**config.mk**
```make
export PLATFORM = sky130hd
export DESIGN_NAME = axis_uart_tx
export DESIGN_NICKNAME = d
export VERILOG_FILES = /design/src/rtl/axis_uart_pkg.sv /design/src/rtl/uart_baud_tick.sv /design/src/rtl/axis_uart_tx.sv
export SDC_FILE = /design/constraint.sdc
export NUM_CORES = 1
export LEC_CHECK = 0
export ABC_AREA = 0
export ABC_CLOCK_PERIOD_IN_PS = 2220
export CORE_MARGIN = 2
export CORE_UTILIZATION = 54
export CTS_CLUSTER_DIAMETER = 120
export DETAILED_ROUTE_END_ITERATION = 7
export PLACE_DENSITY = 0.88
export SLEW_MARGIN = 0
export SYNTH_ARGS = -nofsm -noshare
export SYNTH_HDL_FRONTEND = slang
export SYNTH_SLANG_ARGS = --single-unit
```
**constraint.sdc**
```tcl
create_clock -name clk -period 2.22 [get_ports clk]
set_input_delay 0.444 -clock clk [delete_from_list [all_inputs] [get_ports clk]]
set_output_delay 0.444 -clock clk [all_outputs]
set_load 0.02 [all_outputs]
```
**src/rtl/axis_uart_pkg.sv**
```systemverilog
// rtl/axis_uart_pkg.sv - shared state encoding and defaults for the AXIS UART transmitter
package axis_uart_pkg;

    typedef enum logic [1:0] {
        IDLE  = 2'd0,
        START = 2'd1,
        DATA  = 2'd2,
        STOP  = 2'd3
    } state_t;

    localparam int DEF_WIDTH        = 8;
    localparam int DEF_CLKS_PER_BIT = 868;
    localparam int DEF_STOP_BITS    = 1;

endpackage

```
**src/rtl/uart_baud_tick.sv**
```systemverilog
// rtl/uart_baud_tick.sv - bit-period counter, pulses tick on the last clk of each UART bit
module uart_baud_tick #(
    parameter int CLKS_PER_BIT = 868
) (
    input  logic clk,
    input  logic rst,
    input  logic en,
    output logic tick
);

    localparam int CNT_W = (CLKS_PER_BIT > 1) ? $clog2(CLKS_PER_BIT) : 1;
    localparam logic [CNT_W-1:0] CNT_MAX = CNT_W'(CLKS_PER_BIT - 1);

    logic [CNT_W-1:0] baud_cnt;

    // Dropping en restarts the bit period so every frame starts phase-aligned.
    always_ff @(posedge clk) begin
        if (rst || !en) begin
            baud_cnt <= '0;
        end else if (baud_cnt == CNT_MAX) begin
            baud_cnt <= '0;
        end else begin
            baud_cnt <= baud_cnt + 1'b1;
        end
    end

    assign tick = en && (baud_cnt == CNT_MAX);

endmodule

```
**src/rtl/axis_uart_tx.sv**
```systemverilog
// rtl/axis_uart_tx.sv - AXI-Stream byte sink serialising each beat onto a UART TX line
module axis_uart_tx
    import axis_uart_pkg::*;
#(
    parameter int WIDTH        = DEF_WIDTH,
    parameter int CLKS_PER_BIT = DEF_CLKS_PER_BIT,
    parameter int STOP_BITS    = DEF_STOP_BITS
) (
    input  logic             clk,
    input  logic             rst,
    input  logic [WIDTH-1:0] s_axis_data,
    input  logic             s_axis_valid,
    input  logic             s_axis_last,
    output logic             s_axis_ready,
    output logic             uart_tx,
    output logic             busy,
    output logic             last_done
);

    localparam int BIT_W  = (WIDTH > 1) ? $clog2(WIDTH) : 1;
    localparam int STOP_W = (STOP_BITS > 1) ? $clog2(STOP_BITS) : 1;
    localparam logic [BIT_W-1:0]  BIT_LAST  = BIT_W'(WIDTH - 1);
    localparam logic [STOP_W-1:0] STOP_LAST = STOP_W'(STOP_BITS - 1);

    state_t             state;
    logic [WIDTH-1:0]   shift_reg;
    logic               last_reg;
    logic [BIT_W-1:0]   bit_idx;
    logic [STOP_W-1:0]  stop_idx;
    logic               tick;

    assign s_axis_ready = (state == IDLE) && !rst;

    uart_baud_tick #(
        .CLKS_PER_BIT(CLKS_PER_BIT)
    ) u_baud (
        .clk (clk),
        .rst (rst),
        .en  (state != IDLE),
        .tick(tick)
    );

    // uart_tx is registered from the current state, so the line trails the FSM by one clk.
    always_ff @(posedge clk) begin
        if (rst) begin
            state     <= IDLE;
            shift_reg <= '0;
            last_reg  <= 1'b0;
            bit_idx   <= '0;
            stop_idx  <= '0;
            uart_tx   <= 1'b1;
            busy      <= 1'b0;
            last_done <= 1'b0;
        end else begin
            last_done <= 1'b0;
            case (state)
                IDLE: begin
                    uart_tx <= 1'b1;
                    if (s_axis_valid) begin
                        shift_reg <= s_axis_data;
                        last_reg  <= s_axis_last;
                        bit_idx   <= '0;
                        stop_idx  <= '0;
                        busy      <= 1'b1;
                        state     <= START;
                    end
                end
                START: begin
                    uart_tx <= 1'b0;
                    if (tick) begin
                        state <= DATA;
                    end
                end
                DATA: begin
                    uart_tx <= shift_reg[0];
                    if (tick) begin
                        shift_reg <= shift_reg >> 1;
                        if (bit_idx == BIT_LAST) begin
                            bit_idx <= '0;
                            state   <= STOP;
                        end else begin
                            bit_idx <= bit_idx + 1'b1;
                        end
                    end
                end
                STOP: begin
                    uart_tx <= 1'b1;
                    if (tick) begin
                        if (stop_idx == STOP_LAST) begin
                            stop_idx  <= '0;
                            busy      <= 1'b0;
                            last_done <= last_reg;
                            state     <= IDLE;
                        end else begin
                            stop_idx <= stop_idx + 1'b1;
                        end
                    end
                end
                default: begin
                    uart_tx <= 1'b1;
                    busy    <= 1'b0;
                    state   <= IDLE;
                end
            endcase
        end
    end

endmodule

```
==> key figures <==
Finish
  – Final instance area: 1540 sq um
  – Antenna fix cells: 0
  – Area delta synth->final: 14.4%
  – Max reg flops: 10
  – Commonest non-fill, non-tap cell in the layout: dfxtp_1
  – Core Util, Final: 0.640
  – Nets@finish: 183
  – Commonest cells after routing, fill and taps aside: dfxtp_1, nor2_1, clkdlybuf4s50_1
  – Fraction of layout cells with a size suffix above 1: 0.0679

Timing
  – Final Hold Violating Endpoints: 0
  – Max-slew violations: 0
  – Part of the cycle the worst path needs: 0.910
  – TNS Setup: 0 ns
  – Crit path time final: 2.02 ns
  – Setup Viol. Count Final: 0
  – Fin Clk Skew: 0.0131 ns
  – Worst Max-Slew Pin Slew: 0.581 ns
  – Rel. slew slack: 0.613
  – RSZ-0062 raised after global routing: no
  – Peak Freq: 0.495 GHz

Floorplan
  – Die Ht: 54.0 um
  – Cell Rows: 18
  – Core ar.: 2410 sq um
  – Die Area: 2910 sq um
  – Initial Utilization: 0.560
  – Ports: 16
  – Die X: 54.0 um

Global routing
  – GRT overflow: 0
  – GRT Total Usage: 0.188
  – Initial antenna violation count: 0
  – Largest net degree at the start of global routing: 20
  – Vias in the first global route: 954
  – First-pass GRT wire length: 4080 um

Worst setup path
  – Critical path fanouts, max: 7
  – Worst Path Buf+Inv: 3
  – Slowest cell on crit path: dfxtp_1
  – Worst Path Class, Setup: flip-flop to primary output
  – Critical path startpoint category: flip-flop
  – Worst path arrival time: 1.58 ns
  – Crit path top cell by count: inv_1
  – Worst R2R Path Depth: 5
  – Worst Path Required: 1.78 ns
  – Worst reg2reg path endpoint: shift_reg[1]$_SDFFE_PP0P_
  – CP delay by family, top: buffers and inverters
  – CP Capture Type: primary output
  – Cell Chain, Critical Path: inv_1, ha_4, inv_1, nor2_1, dlygate4sd2_1
  – R2r setup slk: 0.28 ns
  – Largest stage delay, worst path: 0.36 ns
  – Worst r2r src: state[0]$_SDFFE_PP0P_

Synthesis
  – Ys Warns: 0
  – Synth top area cells: dfxtp_1, ha_1, a311oi_1, a221oi_1, nor2_1
  – Async set-reset flop share out of synthesis: 0
  – Post-synth EDFFs: 0
  – Area leader, netlist: dfxtp_1
  – Dominant synthesized flop cell: dfxtp_1
  – Syn Inst Count: 148
  – Yosys reg bits: 27
  – Synthesized cell area: 1350 sq um
  – Post-synth top area share: 0.401
  – Distinct cells, synth: 37
  – Syn Nets: 168
  – Sequential-to-total area share from yosys stat: 0.401
  – Syn Area/Cell: 9.11 sq um

Run
  – Max cap viols: 0

Clocking
  – CTS tree: yes
  – Post-CTS setup buffers: 0
  – Clock transition at path regs: 0.15 ns
  – Total CTS buffers: 3
  – Root buffer cell: clkbuf_4
  – Worst-case clock buffer depth: 2
  – Clock sinks: 27
  – Max H-tree Level: 1
  – Clock latency on the worst-skew pair: 0.32 ns

Power
  – Cell Pwr Density: 945 nW/um^2
  – Peak supply drop: 0.000513 V
  – Pleak: 0.558 nW

Route
  – Average wire per standard cell: 13.2 um
  – Post-route DRC violation count: 0
  – Final antenna-violating net count: 0
  – Vias: 1096
  – Via density: 5.71
  – DR iter-0 viols: 11
  – Total Routed Length: 2530 um
  – DR pass1 iterations: 4

Status
  – Status: finished, final reports clean

Placement
  – Placed Instance Area: 1510 sq um
  – I/O Buffers: 15
  – GPL Wtd Cong: 0.756
  – Post-DP HPWL: 1890 um

Min path
  – HP Class: flip-flop to flip-flop
  – Hold Path Sink: last_done$_SDFF_PP0_
  – Critical hold path startpoint: last_reg$_SDFFE_PP0P_
  – Min-Delay Path Depth: 2
==> final cells by class <==
cell class                      count  area, sq um
Tap cell                           30         37.5
Multi-Input combinational cell    103          733
Clock buffer                        4         26.3
Timing Repair Buffer               17          164
Sequential cell                    27          541
Fill cell                         192          867
Inverter                           11         41.3
==> metrics by stage <==
step                power [mW]  hold slack, ns  instances  setup slack [ns]
floorplan                 1.09           0.425        148             0.520
global placement          1.19           0.440        188             0.178
detailed placement        1.23           0.467        188             0.112
CTS                       1.46           0.485        192             0.206
global route              1.57           0.513        192            0.0299
finish                    1.46           0.480        192             0.200
==> timing repair <==
| item | 4_1_cts | 5_1_grt |
|---|---|---|
| resized for setup | 3 | 0 |
| hold buffers | 0 | 0 |
| setup endpoints to repair | 1 | 0 |
==> worst max-delay path by stage <==
stage / startpoint / slack, ns / cells after the start / endpoint
final: state[0]$_SDFFE_PP0P_ / 0.20 / 5 / s_axis_ready
after CTS: state[0]$_SDFFE_PP0P_ / 0.21 / 5 / s_axis_ready
after detailed placement: state[0]$_SDFFE_PP0P_ / 0.11 / 5 / s_axis_ready
after global placement: s_axis_valid / 0.18 / 5 / shift_reg[1]$_SDFFE_PP0P_
after floorplan: state[0]$_SDFFE_PP0P_ / 0.52 / 6 / bit_idx[0]$_SDFFE_PP0P_
after global routing: state[0]$_SDFFE_PP0P_ / 0.03 / 5 / shift_reg[2]$_SDFFE_PP0P_
==> kinds of logic (layout without fill, tap and decap cells) <==
logic type | Yosys count | in the layout | synth area share
compound gates | 30 | 30 | 0.171
xor+xnor | 8 | 8 | 0.0520
fa+ha+maj | 8 | 8 | 0.0742
buf+inv | 18 | 32 | 0.0649
flops | 27 | 27 | 0.401
simple gates | 57 | 57 | 0.237
==> synthesized netlist by cell type, types with 2 or more instances <==
| library cell | count |
|---|---|
| nand4_1 | 3 |
| buf_6 | 2 |
| xor2_1 | 2 |
| clkbuf_1 | 3 |
| o21ai_0 | 2 |
| nand3_1 | 7 |
| xnor2_1 | 6 |
| nor2_1 | 16 |
| nand2_1 | 11 |
| ha_1 | 8 |
| a221oi_1 | 7 |
| a21oi_1 | 5 |
| nor3_1 | 3 |
| dfxtp_1 | 27 |
| a311oi_1 | 8 |
| nor2b_1 | 7 |
| inv_1 | 11 |
==> tightest hold or removal path, delay by kind of cell, from the launching register on <==
family / cells / cell delay [ns]
flip-flops: 1 / 0.35
AND/OR/NAND/NOR: 2 / 0.12
==> power by group <==
part / internal, mW / leakage [nW] / switching, mW
clock: 0.0701 / 0.0150 / 0.142
combinational: 0.251 / 0.322 / 0.345
sequential: 0.585 / 0.221 / 0.0648
==> per-layer routing <==
layer / global-route usage / vias up / share of wire
met5: 0 / - / 0
met1: 0.247 / 523 / 0.48
li1: - / 559 / -
met3: 0.0333 / 4 / 0.023
met4: 0.0500 / 0 / 0.014
met2: 0.317 / 10 / 0.49
Note: power is estimated with default switching activity, not from simulation.
